<file path="config.mk">
export PLATFORM = sky130hd
export DESIGN_NAME = ctrl_reg_sync_arm_flat
export DESIGN_NICKNAME = d
export VERILOG_FILES = /design/src/rtl/ctrl_reg_pkg.sv /design/src/rtl/ctrl_reg_sync_arm_if.sv /design/src/rtl/reg_stable_filter.sv /design/src/rtl/ctrl_reg_sync_arm.sv /design/src/flat_wrapper.sv
export SDC_FILE = /design/constraint.sdc
export NUM_CORES = 1
export LEC_CHECK = 0
export ABC_AREA = 1
export CAP_MARGIN = 20
export CELL_PAD_IN_SITES_DETAIL_PLACEMENT = 1
export CELL_PAD_IN_SITES_GLOBAL_PLACEMENT = 2
export CORE_UTILIZATION = 30
export CTS_BUF_LIST = sky130_fd_sc_hd__clkbuf_8
export CTS_CLUSTER_SIZE = 8
export DETAILED_ROUTE_END_ITERATION = 12
export GPL_ROUTABILITY_DRIVEN = 0
export HOLD_SLACK_MARGIN = 0.03
export PLACE_DENSITY = 0.86
export SYNTH_ARGS = -nofsm -noshare
export SYNTH_HDL_FRONTEND = slang
export SYNTH_SLANG_ARGS = --single-unit
</file>
<file path="constraint.sdc">
create_clock -name user_clk -period 1.5 [get_ports user_clk]
set_input_delay 0.3 -clock user_clk [delete_from_list [all_inputs] [get_ports user_clk]]
set_output_delay 0.3 -clock user_clk [all_outputs]
set_load 0.01 [all_outputs]
</file>
<file path="src/rtl/ctrl_reg_pkg.sv">
// Shared definitions for the control-register sync/arm block.
// Field positions inside the 32-bit software control word and the
// sequencer state encoding.
package ctrl_reg_pkg;

  localparam int unsigned ARM_BIT        = 0;
  localparam int unsigned SW_SYNC_BIT    = 1;
  localparam int unsigned CNT_RST_BIT    = 2;
  localparam int unsigned CLR_STATUS_BIT = 3;

  localparam int unsigned OFFSET_LSB = 16;
  localparam int unsigned OFFSET_W   = 16;

  typedef enum logic [1:0] {
    IDLE,
    ARMED,
    DELAY
  } seq_state_e;

endpackage

</file>
<file path="src/rtl/ctrl_reg_sync_arm_if.sv">
// Bus bundle between the control register side and ctrl_reg_sync_arm.
//   reg_in, ext_sync_in           : driven by the master (register / sync source)
//   sync_out, armed, cnt_rst_pulse,
//   sync_count, reg_filt          : driven by the slave (ctrl_reg_sync_arm)
interface ctrl_reg_sync_arm_if #(
  parameter int unsigned CNT_W = 8
);
  logic [31:0]      reg_in;
  logic             ext_sync_in;
  logic             sync_out;
  logic             armed;
  logic             cnt_rst_pulse;
  logic [CNT_W-1:0] sync_count;
  logic [31:0]      reg_filt;

  modport master (
    output reg_in,
    output ext_sync_in,
    input  sync_out,
    input  armed,
    input  cnt_rst_pulse,
    input  sync_count,
    input  reg_filt
  );

  modport slave (
    input  reg_in,
    input  ext_sync_in,
    output sync_out,
    output armed,
    output cnt_rst_pulse,
    output sync_count,
    output reg_filt
  );
endinterface

</file>
<file path="src/rtl/reg_stable_filter.sv">
// Anti-tearing filter for a software register crossing into fabric logic.
// The input is registered, and the filtered value only follows once the
// registered copy has stayed unchanged for StableCycles further cycles.
//   clk_i, rst_ni : clock, async active-low reset
//   data_i        : raw register value
//   data_filt_o   : last accepted value
//   valid_o       : set by the first acceptance after reset (baseline taken)
module reg_stable_filter #(
  parameter int unsigned STABLE_CYCLES = 2,
  parameter int unsigned WIDTH         = 32
) (
  input  logic             clk_i,
  input  logic             rst_ni,
  input  logic [WIDTH-1:0] data_i,
  output logic [WIDTH-1:0] data_filt_o,
  output logic             valid_o
);

  localparam int unsigned CntW = 4;
  localparam logic [CntW-1:0] Stable = CntW'(STABLE_CYCLES);

  logic [WIDTH-1:0] reg_q, reg_d;
  logic [WIDTH-1:0] filt_q, filt_d;
  logic [CntW-1:0]  cnt_q, cnt_d;
  logic             valid_q, valid_d;
  logic             load;

  always_comb begin
    reg_d = data_i;
    // cnt_q = number of extra cycles reg_q has held its value; saturates.
    if (data_i != reg_q) begin
      cnt_d = '0;
    end else if (cnt_q != Stable) begin
      cnt_d = cnt_q + 1'b1;
    end else begin
      cnt_d = cnt_q;
    end
    load    = (cnt_q == Stable);
    filt_d  = load ? reg_q : filt_q;
    valid_d = valid_q | load;
  end

  always_ff @(posedge clk_i or negedge rst_ni) begin
    if (!rst_ni) begin
      reg_q   <= '0;
      filt_q  <= '0;
      cnt_q   <= '0;
      valid_q <= 1'b0;
    end else begin
      reg_q   <= reg_d;
      filt_q  <= filt_d;
      cnt_q   <= cnt_d;
      valid_q <= valid_d;
    end
  end

  assign data_filt_o = filt_q;
  assign valid_o     = valid_q;

endmodule

</file>
<file path="src/rtl/ctrl_reg_sync_arm.sv">
// Turns the software control word into clean pulses and an arm/sync
// sequencer that re-times an external sync by a programmed offset.
//   user_clk, user_rst_n : clock, async active-low reset
//   bus.reg_in           : control word (arm, sw_sync, cnt_rst, clr_status, offset)
//   bus.ext_sync_in      : external sync pulse
//   bus.sync_out         : re-timed sync pulse
//   bus.armed            : sequencer waiting for or delaying a sync
//   bus.cnt_rst_pulse    : pulse on cnt_rst rising edge
//   bus.sync_count       : emitted sync_out pulses, wrapping
//   bus.reg_filt         : accepted control word
module ctrl_reg_sync_arm
  import ctrl_reg_pkg::*;
#(
  parameter int unsigned STABLE_CYCLES = 2,
  parameter int unsigned CNT_W         = 8
) (
  input  logic                user_clk,
  input  logic                user_rst_n,
  ctrl_reg_sync_arm_if.slave  bus
);

  logic [31:0]         reg_filt;
  logic                filt_valid;

  logic [3:0]          prev_q, prev_d;
  logic                prev_valid_q, prev_valid_d;
  logic [3:0]          edge_q, edge_d;
  seq_state_e          state_q, state_d;
  logic [OFFSET_W-1:0] dcnt_q, dcnt_d;
  logic                sync_out_q, sync_out_d;
  logic [CNT_W-1:0]    sync_count_q, sync_count_d;
  logic [OFFSET_W-1:0] offset;

  reg_stable_filter #(
    .STABLE_CYCLES (STABLE_CYCLES),
    .WIDTH         (32)
  ) u_filter (
    .clk_i       (user_clk),
    .rst_ni      (user_rst_n),
    .data_i      (bus.reg_in),
    .data_filt_o (reg_filt),
    .valid_o     (filt_valid)
  );

  assign offset = reg_filt[OFFSET_LSB +: OFFSET_W];

  always_comb begin
    prev_d       = reg_filt[3:0];
    // prev_q only holds an accepted value once the baseline was taken a cycle earlier.
    prev_valid_d = filt_valid;
    edge_d       = reg_filt[3:0] & ~prev_q & {4{prev_valid_q}};

    state_d    = state_q;
    dcnt_d     = dcnt_q;
    sync_out_d = 1'b0;
    if (edge_q[SW_SYNC_BIT]) begin
      // Software sync overrides everything and cancels a pending delay.
      sync_out_d = 1'b1;
      state_d    = IDLE;
      dcnt_d     = '0;
    end else begin
      unique case (state_q)
        IDLE: begin
          if (edge_q[ARM_BIT]) state_d = ARMED;
        end
        ARMED: begin
          if (bus.ext_sync_in) begin
            if (offset == '0) begin
              sync_out_d = 1'b1;
              state_d    = IDLE;
            end else begin
              dcnt_d  = offset;
              state_d = DELAY;
            end
          end
        end
        DELAY: begin
          dcnt_d = dcnt_q - 1'b1;
          if (dcnt_q == OFFSET_W'(1)) begin
            sync_out_d = 1'b1;
            state_d    = IDLE;
          end
        end
        default: state_d = IDLE;
      endcase
    end

    // Clear wins over a coincident sync_out.
    if (edge_q[CLR_STATUS_BIT]) begin
      sync_count_d = '0;
    end else if (sync_out_q) begin
      sync_count_d = sync_count_q + 1'b1;
    end else begin
      sync_count_d = sync_count_q;
    end
  end

  always_ff @(posedge user_clk or negedge user_rst_n) begin
    if (!user_rst_n) begin
      prev_q       <= '0;
      prev_valid_q <= 1'b0;
      edge_q       <= '0;
      state_q      <= IDLE;
      dcnt_q       <= '0;
      sync_out_q   <= 1'b0;
      sync_count_q <= '0;
    end else begin
      prev_q       <= prev_d;
      prev_valid_q <= prev_valid_d;
      edge_q       <= edge_d;
      state_q      <= state_d;
      dcnt_q       <= dcnt_d;
      sync_out_q   <= sync_out_d;
      sync_count_q <= sync_count_d;
    end
  end

  assign bus.sync_out      = sync_out_q;
  assign bus.armed         = (state_q != IDLE);
  assign bus.cnt_rst_pulse = edge_q[CNT_RST_BIT];
  assign bus.sync_count    = sync_count_q;
  assign bus.reg_filt      = reg_filt;

endmodule

</file>
<file path="src/flat_wrapper.sv">
// flat-port wrapper written by rule: the top's interface ports become plain ports
module ctrl_reg_sync_arm_flat import ctrl_reg_pkg::*;
#(
  parameter int unsigned STABLE_CYCLES = 2,
  parameter int unsigned CNT_W         = 8
)
  (user_clk, user_rst_n, bus_reg_in, bus_ext_sync_in, bus_sync_out, bus_armed, bus_cnt_rst_pulse, bus_sync_count, bus_reg_filt);
  ctrl_reg_sync_arm_if #(.CNT_W(CNT_W)) bus_i ();
  input  logic user_clk;
  input  logic user_rst_n;
  input wire logic [$bits(bus_i.reg_in)-1:0] bus_reg_in;
  input wire logic [$bits(bus_i.ext_sync_in)-1:0] bus_ext_sync_in;
  output wire logic [$bits(bus_i.sync_out)-1:0] bus_sync_out;
  output wire logic [$bits(bus_i.armed)-1:0] bus_armed;
  output wire logic [$bits(bus_i.cnt_rst_pulse)-1:0] bus_cnt_rst_pulse;
  output wire logic [$bits(bus_i.sync_count)-1:0] bus_sync_count;
  output wire logic [$bits(bus_i.reg_filt)-1:0] bus_reg_filt;
  assign bus_i.reg_in = bus_reg_in;
  assign bus_i.ext_sync_in = bus_ext_sync_in;
  assign bus_sync_out = bus_i.sync_out;
  assign bus_armed = bus_i.armed;
  assign bus_cnt_rst_pulse = bus_i.cnt_rst_pulse;
  assign bus_sync_count = bus_i.sync_count;
  assign bus_reg_filt = bus_i.reg_filt;
  ctrl_reg_sync_arm #(.STABLE_CYCLES(STABLE_CYCLES), .CNT_W(CNT_W)) u_core (.user_clk(user_clk), .user_rst_n(user_rst_n), .bus(bus_i));
endmodule
</file>
==> run summary, run 1 <==
Syn Area/Cell -> 9.04 um2
maximum buffer depth of the clock tree -> 2
Layout area overhead -> 41.3%
failing checks -> negative setup slack
minimum clock period -> 1520 ps
grt ovf -> 0
Synth top area share -> 0.547
post-route ant nets -> 0
Max Clock Freq -> 657 MHz
Die Ht -> 129 um
number of flops mapped to enable cells by yosys -> 0
Initial DRT Pass Iterations -> 4
# setup viols final -> 2
worst slew pin tran -> 364 ps
FF+latch count, synth -> 105
crit share post-route -> 1.01
status -> finished with violations
total CTS buffers -> 9
Power Total -> 4.94 mW
vias in the first global route -> 4,484
top cells by area, synth -> dfrtp_1 (55%), nand2_1 (12%), mux2_2 (5.4%)
synthesized area -> 0.00481 mm2
synth unique cells -> 32
sequential-to-total area share from yosys stat -> 0.547
pin count of the biggest net entering global routing -> 41
top post-synthesis cells by count -> nand2_1 (157), dfrtp_1 (105), nor2_1 (66)
CTS tree -> yes
Filler cells -> 1,813
Clock Latency Late Sink -> 390 ps
DP HPWL -> 9.70 mm
Worst Hold Class -> input pin to async pin
syn_nets -> 575
skew final -> 13.5 ps
Worst Path Arrival -> 1810 ps
Post-synth ARST share -> 1.00
max-slew violations -> 0
CTS H-tree depth -> 3
Row Count -> 45
Yosys top cell by area -> dfrtp_1
pwr dens -> 727 mW/mm2
Synth Warn # -> 0
WP data required -> 1790 ps
Core ar. -> 0.0154 mm2
final count of hold timing violations -> 0
die span in x -> 129 um
Post-DP Area -> 0.00614 mm2
Top Ports -> 78
Total GRT Usage -> 0.176
CP endpoint kind -> register
Rel. slew slack -> 0.757
starting density of the core -> 0.312
# clock sinks -> 105
ratio of cells with drive above 1 in the final layout -> 0.263
Routed WL -> 14.0 mm
Reg clk slew, reported paths -> 100 ps
CP Max Fanout -> 5
via total after detailed routing -> 4,081
initial antenna violation count -> 0
Pleak -> 3.55 nW
Max Cap Viol -> 0
post-route cell area -> 0.00679 mm2
nets -> 718
most instantiated library cell after synthesis -> nand2_1
drt via density -> 4.58
R2R depth -> 10
drc violations -> 0
RSZ-0062 raised after global routing -> true
element type at the critical path start -> register
Buffers on Ports -> 77
final setup margin -> -21.2 ps
Avg WL per Cell -> 15.7 um
critical path class -> register to register
area of the die -> 0.0165 mm2
Syn Inst Count -> 532
Peak VDD IR -> 0.418 mV
first-pass GRT wire length -> 22.4 mm
First DRT Iteration DRCs -> 155
n_diodes -> 0
ys flop type -> dfrtp_1
clk root buf -> clkbuf_8
## path summary, 6_finish.rpt
kind / start / to / slack (ps)
max: u_core.u_filter.data_filt_o[18]$_DFFE_PN0N_ / u_core.dcnt_q[0]$_DFFE_PN0P_ / -20
min: user_rst_n / u_core.dcnt_q[9]$_DFFE_PN0P_ / 360
max reg2reg: u_core.u_filter.data_filt_o[18]$_DFFE_PN0N_ / u_core.dcnt_q[0]$_DFFE_PN0P_ / -20
min reg2reg: u_core.u_filter.valid_o$_DFF_PN0_ / u_core.prev_valid_q$_DFF_PN0_ / 390
max in group asynchronous: user_rst_n / u_core.u_filter.reg_q[19]$_DFF_PN0_ / 610
min in group user_clk: u_core.u_filter.valid_o$_DFF_PN0_ / u_core.prev_valid_q$_DFF_PN0_ / 390
## cell type report
class,count,area [um2],share of cell area
multi-input combinational,372,2190,0.323
tap,211,264,0.0389
sequential,105,2630,0.388
inverter,47,176,0.0260
timing repair buffer,140,1330,0.196
clock inverter,5,38.8,0.00571
clock buffer,11,151,0.0223
## sequential cells by signal, summed over array words and instances (netlist names)
signal / flops
u_core.u_filter.data_filt_o: 32
u_core.edge_q: 4
u_core.bus.sync_count: 8
u_core.u_filter.valid_o: 1
u_core.u_filter.reg_q: 32
u_core.dcnt_q: 16
u_core.prev_q: 4
u_core.state_q: 2
u_core.bus.sync_out: 1
u_core.u_filter.cnt_q: 4
u_core.prev_valid_q: 1
## cell families (layout without fill, tap and decap cells)
| kind of cell | count (synthesis) | after routing | share of synthesized area |
|---|---|---|---|
| AND/OR/NAND/NOR | 276 | 277 | 0.239 |
| flip-flops | 105 | 105 | 0.547 |
| buffers and inverters | 56 | 203 | 0.0492 |
| AO/OA/AOI/OAI | 35 | 35 | 0.0377 |
| XOR/XNOR | 28 | 28 | 0.0510 |
| multiplexers | 24 | 24 | 0.0560 |
| adder cells (fa/ha/maj) | 8 | 8 | 0.0208 |
## critical path, stage by stage (launching register included)
cell and delay, ps:
dfrtp_1 420, buf_6 130, nor2_2 70, nand2_1 110, nor2_4 150, nand3_4 110
nand2_4 100, nand2_8 90, buf_6 140, nand3_2 50, nand2_1 50
## routing by layer
| layer | track usage | vias up | routed length (um) |
|---|---|---|---|
| met2 | 0.311 | 63 | 7230 |
| met3 | 0.0308 | 16 | 459 |
| li1 | - | 1958 | - |
| met4 | 0.0720 | 0 | 331 |
| met5 | 0 | - | 0 |
| met1 | 0.211 | 2044 | 5960 |
## power breakdown
part,internal (mW),switching (mW)
Combinational,0.155,0.145
Clock,0.707,1.03
Sequential,2.87,0.0294
Total,3.73,1.20
## what timing repair did
item                                   in CTS  in global routing
pin swaps                                   5                 16
setup buffers                              14                  3
hold buffers                                1                  0
resized for setup                          78                 70
setup endpoints to repair                  59                 40
endpoints found under the hold margin      19                  0
gates cloned                                0                  4
## cells in the final DEF, fill, tap and decap left out, drive strengths merged, types with 17 or more instances in the layout
cell / Yosys / final
dfrtp: 105 / 105
dlygate4sd2: 0 / 28
inv: 47 / 48
clkbuf: 2 / 17
mux2: 23 / 23
nand2: 161 / 162
nand3: 32 / 32
xnor2: 23 / 23
o21ai: 22 / 22
buf: 7 / 62
clkdlybuf4s50: 0 / 33
nor2: 70 / 70
## metrics by stage
step	util	hold slack, ps	std cells	setup WS (ps)	setup TNS, ps
2_1_floorplan	-	4.41	532	52.5	0
3_3_place_gp	0.398	243	853	-179	-1050
4_1_cts	0.419	363	884	-5.96	-6.03
3_5_place_dp	0.398	248	853	-239	-1560
5_1_grt	0.440	381	891	-106	-1480
6_report	0.440	361	891	-21.2	-40.5
(Power assumes the default switching activity.)
==> inputs of run 2 (changes only) <==
--- a/config.mk
+++ b/config.mk
@@ -9,13 +9,14 @@
 export CAP_MARGIN = 20
 export CELL_PAD_IN_SITES_DETAIL_PLACEMENT = 1
 export CELL_PAD_IN_SITES_GLOBAL_PLACEMENT = 2
-export CORE_UTILIZATION = 30
+export CORE_UTILIZATION = 36
 export CTS_BUF_LIST = sky130_fd_sc_hd__clkbuf_8
 export CTS_CLUSTER_SIZE = 8
 export DETAILED_ROUTE_END_ITERATION = 12
 export GPL_ROUTABILITY_DRIVEN = 0
+export GPL_TIMING_DRIVEN = 0
 export HOLD_SLACK_MARGIN = 0.03
-export PLACE_DENSITY = 0.86
+export PLACE_DENSITY = 0.95
 export SYNTH_ARGS = -nofsm -noshare
 export SYNTH_HDL_FRONTEND = slang
 export SYNTH_SLANG_ARGS = --single-unit
==> constraint.sdc (replaced) <==
create_clock -name user_clk -period 1.8 [get_ports user_clk]
set_input_delay 0.36 -clock user_clk [delete_from_list [all_inputs] [get_ports user_clk]]
set_output_delay 0.36 -clock user_clk [all_outputs]
set_load 0.01 [all_outputs]
==> run summary, run 2 (synthesis results as in run 1) <==
starting density of the core -> 0.375 (+0.0632)
die span in x -> 118 um (-8.6%)
reg-to-reg slack, setup -> 150 ps (+170 ps)
skew final -> 7.73 ps (-5.80 ps)
Logic pwr share -> 0.061 (about the same)
nets -> 667 (-7.1%)
Core ar. -> 0.0128 mm2 (-17%)
Total GRT Usage -> 0.187 (+0.0110)
Avg WL per Cell -> 15.1 um (-3.9%)
post-route cell area -> 0.00602 mm2 (-11%)
status -> completed
setup TNS -> 0 ps (+40.5 ps)
Post-DP Area -> 0.00582 mm2 (-5.3%)
minimum clock period -> 1740 ps
via total after detailed routing -> 3,800 (-6.9%)
CP endpoint kind -> primary output
Clock Latency Late Sink -> 370 ps (-20 ps)
CP endpoint -> bus_reg_filt[20]
sequence of cells on the critical path -> clkdlybuf4s50_1
initial antenna violation count -> 0 (unchanged)
grt ovf -> 0 (unchanged)
Int Pwr -> 3.04 mW (-19%)
post-route ant nets -> 0 (unchanged)
Layout area overhead -> 25.2%
max-slew violations -> 0 (unchanged)
sequential cell fraction of total power -> 0.611 (+0.023)
vias in the first global route -> 4,127 (-8.0%)
drt via density -> 4.76 (+3.8%)
First DRT Iteration DRCs -> 85 (-45%)
Worst Hold Class -> register to register
Row Count -> 41 (-8.9%)
CTS H-tree depth -> 3 (unchanged)
first-pass GRT wire length -> 20.4 mm (-9.1%)
Peak VDD IR -> 0.441 mV (+5.5%)
maximum buffer depth of the clock tree -> 2 (unchanged)
Setup crit start -> u_core.u_filter.data_filt_o[20]$_DFFE_PN0N_
worst slew pin tran -> 562 ps (+198 ps)
clk root buf -> clkbuf_8
final count of hold timing violations -> 0 (unchanged)
# setup viols final -> 0 (-2)
Filler cells -> 1,539 (-15%)
Routed WL -> 12.1 mm (-14%)
critical path class -> register to primary output
DP HPWL -> 9.28 mm (-4.3%)
Initial DRT Pass Iterations -> 4 (unchanged)
Worst R2R Start -> u_core.state_q[0]$_DFFE_PN0P_
Buffers on Ports -> 77 (unchanged)
Place WS -> 10.4 ps (+249 ps)
final core occ -> 0.469 (+0.0291)
sw frac -> 0.232 (-0.0115)
RSZ-0062 raised after global routing -> false
CTS tree -> yes
ratio of cells with drive above 1 in the final layout -> 0.110 (-0.153)
Max Clock Freq -> 576 MHz
Critical R2R Capture -> u_core.dcnt_q[6]$_DFFE_PN0P_
commonest non-fill, non-tap cells in the layout -> nand2_1 (157), dfrtp_1 (99), clkdlybuf4s50_1 (74)
switching power -> 0.919 mW (-24%)
delay-heaviest family, CP -> buffers and inverters
Die Ht -> 118 um (-8.6%)
drc violations -> 0 (unchanged)
Max Cap Viol -> 0 (unchanged)
WP data required -> 1440 ps (-350 ps)
WP depth -> 1 (-9)
Top Ports -> 78 (unchanged)
dpl cells -> 782 (-8.3%)
CP Max Fanout -> 4 (-1)
element type at the critical path start -> register
final setup margin -> 64.7 ps (+85.9 ps)
crit share post-route -> 0.964
total CTS buffers -> 9 (unchanged)
Rel. slew slack -> 0.625 (-0.132)
# clock sinks -> 105 (unchanged)
Pleak -> 3.02 nW (-15%)
pin count of the biggest net entering global routing -> 67 (+63%)
CP peak stage delay -> 560 ps (+140 ps)
Reg clk slew, reported paths -> 100 ps (about the same)
commonest non-fill, non-tap cell in the layout -> nand2_1
pwr dens -> 657 mW/mm2 (-9.6%)
CP max stage cell -> clkdlybuf4s50_1
area of the die -> 0.0138 mm2 (-16%)
WP buf/inv -> 1 (-1)
n_diodes -> 0 (unchanged)
Clock power frac -> 0.328 (-0.024)
Post-Layout Cell Count -> 799 (-10%)
R2R depth -> 8 (-2)
Worst Path Arrival -> 1380 ps (-430 ps)
[run 2: final cells by class]
| cell class | count | area [um2] | share of cell area |
|---|---|---|---|
| multi-input combinational | 371 | 1940 | 0.323 |
| clock inverter | 4 | 23.8 | 0.00395 |
| buffer | 9 | 65.1 | 0.0108 |
| sequential | 105 | 2640 | 0.438 |
| inverter | 47 | 176 | 0.0293 |
| clock buffer | 10 | 138 | 0.0229 |
| tap | 172 | 215 | 0.0358 |
| timing repair buffer | 81 | 822 | 0.137 |
[run 2: worst min path at each step]
stage / start / cells past startpoint / slack (ps) / endpoint
5_1_grt: u_core.u_filter.valid_o$_DFF_PN0_ / 0 / 400 / u_core.prev_valid_q$_DFF_PN0_
2_1_floorplan: user_rst_n / 0 / 60 / u_core.bus.sync_count[0]$_DFFE_PN0P_
3_5_place_dp: u_core.u_filter.valid_o$_DFF_PN0_ / 0 / 370 / u_core.prev_valid_q$_DFF_PN0_
4_1_cts: u_core.u_filter.valid_o$_DFF_PN0_ / 0 / 400 / u_core.prev_valid_q$_DFF_PN0_
3_3_place_gp: u_core.u_filter.valid_o$_DFF_PN0_ / 0 / 360 / u_core.prev_valid_q$_DFF_PN0_
6_report: u_core.u_filter.valid_o$_DFF_PN0_ / 0 / 390 / u_core.prev_valid_q$_DFF_PN0_
[run 2: power by group through the flow]
| stage | logic [mW] | registers [mW] | clock network, mW |
|---|---|---|---|
| 2_1_floorplan | 0.0826 | 2.46 | 0 |
| 3_3_place_gp | 0.228 | 2.46 | 0 |
| 3_5_place_dp | 0.248 | 2.46 | 0 |
| 4_1_cts | 0.252 | 2.42 | 1.34 |
| 5_1_grt | 0.274 | 2.42 | 1.45 |
| 6_report | 0.243 | 2.42 | 1.30 |
[run 2: repair_timing]
| item | in CTS | in global routing |
|---|---|---|
| setup buffers | 2 | 0 |
| gates resized for setup | 1 | 11 |
| endpoints found under the hold margin | 39 | 0 |
| endpoints found under the setup margin | 1 | 23 |
| hold buffers | 1 | 0 |
[run 2: layer usage]
layer / track usage / share of wire / up-vias
met5: 0 / 0 / -
met4: 0.0529 / 0.011 / 0
met3: 0.0528 / 0.047 / 11
met2: 0.331 / 0.51 / 59
met1: 0.220 / 0.43 / 1874
li1: - / - / 1856
[run 2: metrics by stage]
step	hold slack [ps]	total power, mW
3_3_place_gp	360	2.69
3_5_place_dp	374	2.71
6_report	391	3.96
5_1_grt	400	4.14
2_1_floorplan	64.4	2.54
4_1_cts	396	4.01
==> inputs of run 3 (changes only) <==
--- a/config.mk
+++ b/config.mk
@@ -5,12 +5,12 @@
 export SDC_FILE = /design/constraint.sdc
 export NUM_CORES = 1
 export LEC_CHECK = 0
-export ABC_AREA = 1
 export CAP_MARGIN = 20
 export CELL_PAD_IN_SITES_DETAIL_PLACEMENT = 1
 export CELL_PAD_IN_SITES_GLOBAL_PLACEMENT = 2
-export CORE_UTILIZATION = 36
+export CORE_UTILIZATION = 39
 export CTS_BUF_LIST = sky130_fd_sc_hd__clkbuf_8
+export CTS_CLUSTER_DIAMETER = 120
 export CTS_CLUSTER_SIZE = 8
 export DETAILED_ROUTE_END_ITERATION = 12
 export GPL_ROUTABILITY_DRIVEN = 0
==> run summary, run 3 <==
crit share post-route -> 1.06 (+0.101)
Post-synth ARST share -> 1.00 (unchanged)
Total GRT Usage -> 0.217 (+0.0298)
Row Count -> 39 (-4.9%)
pin count of the biggest net entering global routing -> 55 (-18%)
clk root buf -> clkbuf_8
final setup margin -> -117 ps (-181 ps)
DP HPWL -> 8.43 mm (-9.1%)
Worst Path Arrival -> 2180 ps (+800 ps)
delay-heaviest family, CP -> simple AND/OR/NAND/NOR gates
sequential-to-total area share from yosys stat -> 0.574 (+0.0273)
syn_nets -> 428 (-26%)
synthesized area -> 0.00458 mm2 (-4.8%)
Clock Latency Late Sink -> 370 ps (about the same)
Post-Layout Cell Count -> 660 (-17%)
ys flop type -> dfrtp_1
pwr dens -> 920 mW/mm2 (+40%)
WP data required -> 2060 ps (+620 ps)
Initial DRT Pass Iterations -> 4 (unchanged)
max-slew violations -> 0 (unchanged)
Reg clk slew, reported paths -> 100 ps (about the same)
final hold slack -> 10.9 ps (-380 ps)
top cells by area, synth -> dfrtp_1 (57%), mux2_2 (7.1%), xnor2_1 (6.7%)
reg-to-reg slack, setup -> -120 ps (-270 ps)
Post-DP Area -> 0.00556 mm2 (-4.4%)
CTS Hold Buffers Added -> 0 (-1)
commonest non-fill, non-tap cell in the layout -> dfrtp_1
CP endpoint kind -> register
CP max stage cell -> dfrtp_2
CP Max Fanout -> 4 (unchanged)
maximum buffer depth of the clock tree -> 2 (unchanged)
top post-synthesis cells by count -> dfrtp_1 (105), xnor2_1 (35), mux2_2 (29)
Layout area overhead -> 38.6%
RSZ-0062 raised after global routing -> true
Synth top area share -> 0.574 (+0.0273)
post-route cell area -> 0.00634 mm2 (+5.4%)
area of the die -> 0.0122 mm2 (-12%)
nets -> 555 (-17%)
CTS H-tree depth -> 3 (unchanged)
minimum clock period -> 1920 ps (+181 ps)
most instantiated library cell after synthesis -> dfrtp_1
number of flops mapped to enable cells by yosys -> 0 (unchanged)
first-pass GRT wire length -> 19.5 mm (-4.5%)
Synth Warn # -> 0 (unchanged)
Power Total -> 5.84 mW (+48%)
Die Ht -> 110 um (-6.1%)
via total after detailed routing -> 3,528 (-7.2%)
Rel. slew slack -> 0.556 (-0.0695)
starting density of the core -> 0.401 (+0.0261)
CTS tree -> yes
synth unique cells -> 56 (+75%)
initial antenna violation count -> 0 (unchanged)
Buffers on Ports -> 77 (unchanged)
Top Ports -> 78 (unchanged)
failing checks -> negative setup slack
Worst Hold Class -> input pin to async pin
Max Clock Freq -> 522 MHz (-9.5%)
Avg WL per Cell -> 19.8 um (+31%)
worst slew pin tran -> 666 ps (+104 ps)
CP peak stage delay -> 450 ps (-110 ps)
First DRT Iteration DRCs -> 135 (+59%)
critical path class -> register to register
grt ovf -> 0 (unchanged)
Pleak -> 2.77 nW (-8.5%)
Peak VDD IR -> 0.484 mV (+9.7%)
drt via density -> 5.35 (+12%)
die span in x -> 110 um (-6.1%)
post-route ant nets -> 0 (unchanged)
sequence of cells on the critical path -> nor3_4 -> nand4_1 -> or3_4 -> a21oi_4 -> mux2_4
element type at the critical path start -> register
ratio of cells with drive above 1 in the final layout -> 0.300 (+0.190)
Filler cells -> 1,211 (-21%)
# clock sinks -> 105 (unchanged)
status -> finished with violations
dpl cells -> 606 (-23%)
Max Cap Viol -> 0 (unchanged)
vias in the first global route -> 3,752 (-9.1%)
setup TNS -> -815 ps (-815 ps)
# setup viols final -> 16 (+16)
drc violations -> 0 (unchanged)
skew final -> 9.81 ps (+2.08 ps)
FF+latch count, synth -> 105 (unchanged)
WP buf/inv -> 0 (-1)
commonest non-fill, non-tap cells in the layout -> dfrtp_1 (89), clkdlybuf4s50_1 (72), buf_4 (38)
total CTS buffers -> 9 (unchanged)
Routed WL -> 13.1 mm (+8.6%)
Syn Area/Cell -> 11.9 um2 (+32%)
Syn Inst Count -> 385 (-28%)
Core ar. -> 0.0114 mm2 (-11%)
Yosys top cell by area -> dfrtp_1
final count of hold timing violations -> 0 (unchanged)
n_diodes -> 0 (unchanged)
run 3: cells by family after synthesis:
group                    share of synthesized area
buffers and inverters                       0.0279
AO/OA/AOI/OAI                               0.0924
AND/OR/NAND/NOR                              0.125
flip-flops                                   0.574
multiplexers                                0.0803
XOR/XNOR                                    0.0784
adder cells (fa/ha/maj)                     0.0219
run 3: metal layers:
layer,track usage,part of all wire,vias to the layer above
met4,0.0799,0.029,0
met1,0.245,0.39,1828
met2,0.387,0.53,78
li1,-,-,1597
met3,0.0600,0.049,25
met5,0,0,-
run 3: what timing repair did:
item	CTS	global route
buffers inserted	17	20
gates cloned	1	1
endpoints found under the setup margin	57	49
pin swaps	12	23
resized for setup	42	51
run 3: final timing paths:
| path | from | to | cells after the start |
|---|---|---|---|
| setup / recovery | u_core.dcnt_q[8]$_DFFE_PN0P_ | u_core.state_q[1]$_DFFE_PN0P_ | 5 |
| hold / removal | user_rst_n | u_core.u_filter.reg_q[12]$_DFF_PN0_ | 1 |
| setup reg to reg | u_core.dcnt_q[8]$_DFFE_PN0P_ | u_core.state_q[1]$_DFFE_PN0P_ | 5 |
| hold reg to reg | u_core.u_filter.valid_o$_DFF_PN0_ | u_core.prev_valid_q$_DFF_PN0_ | 0 |
| max in group asynchronous | user_rst_n | u_core.dcnt_q[10]$_DFFE_PN0P_ | 2 |
| min in group user_clk | u_core.u_filter.valid_o$_DFF_PN0_ | u_core.prev_valid_q$_DFF_PN0_ | 0 |
run 3: cell type report:
cell class | count | area [um2] | share of cell area
buffer | 14 | 113 | 0.0178
clock buffer | 10 | 138 | 0.0217
clock inverter | 6 | 40.0 | 0.00631
inverter | 16 | 63.8 | 0.0101
multi-input combinational | 249 | 2050 | 0.323
sequential | 105 | 2650 | 0.417
tap | 143 | 179 | 0.0282
timing repair buffer | 117 | 1110 | 0.176
run 3: stage by stage:
step / utilization / worst slack [ps]
floorplan: - / 22.9
global placement: 0.485 / -3560
detailed placement: 0.487 / -343
CTS: 0.525 / -59.2
global route: 0.556 / -182
finish: 0.556 / -117
run 3: report_power, final:
part           switching (mW)  total (mW)  leakage [nW]  internal, mW
Sequential              0.132        2.62          1.35          2.48
Clock                   0.825        1.37        0.0928         0.545
Combinational           0.900        1.85          1.32         0.952
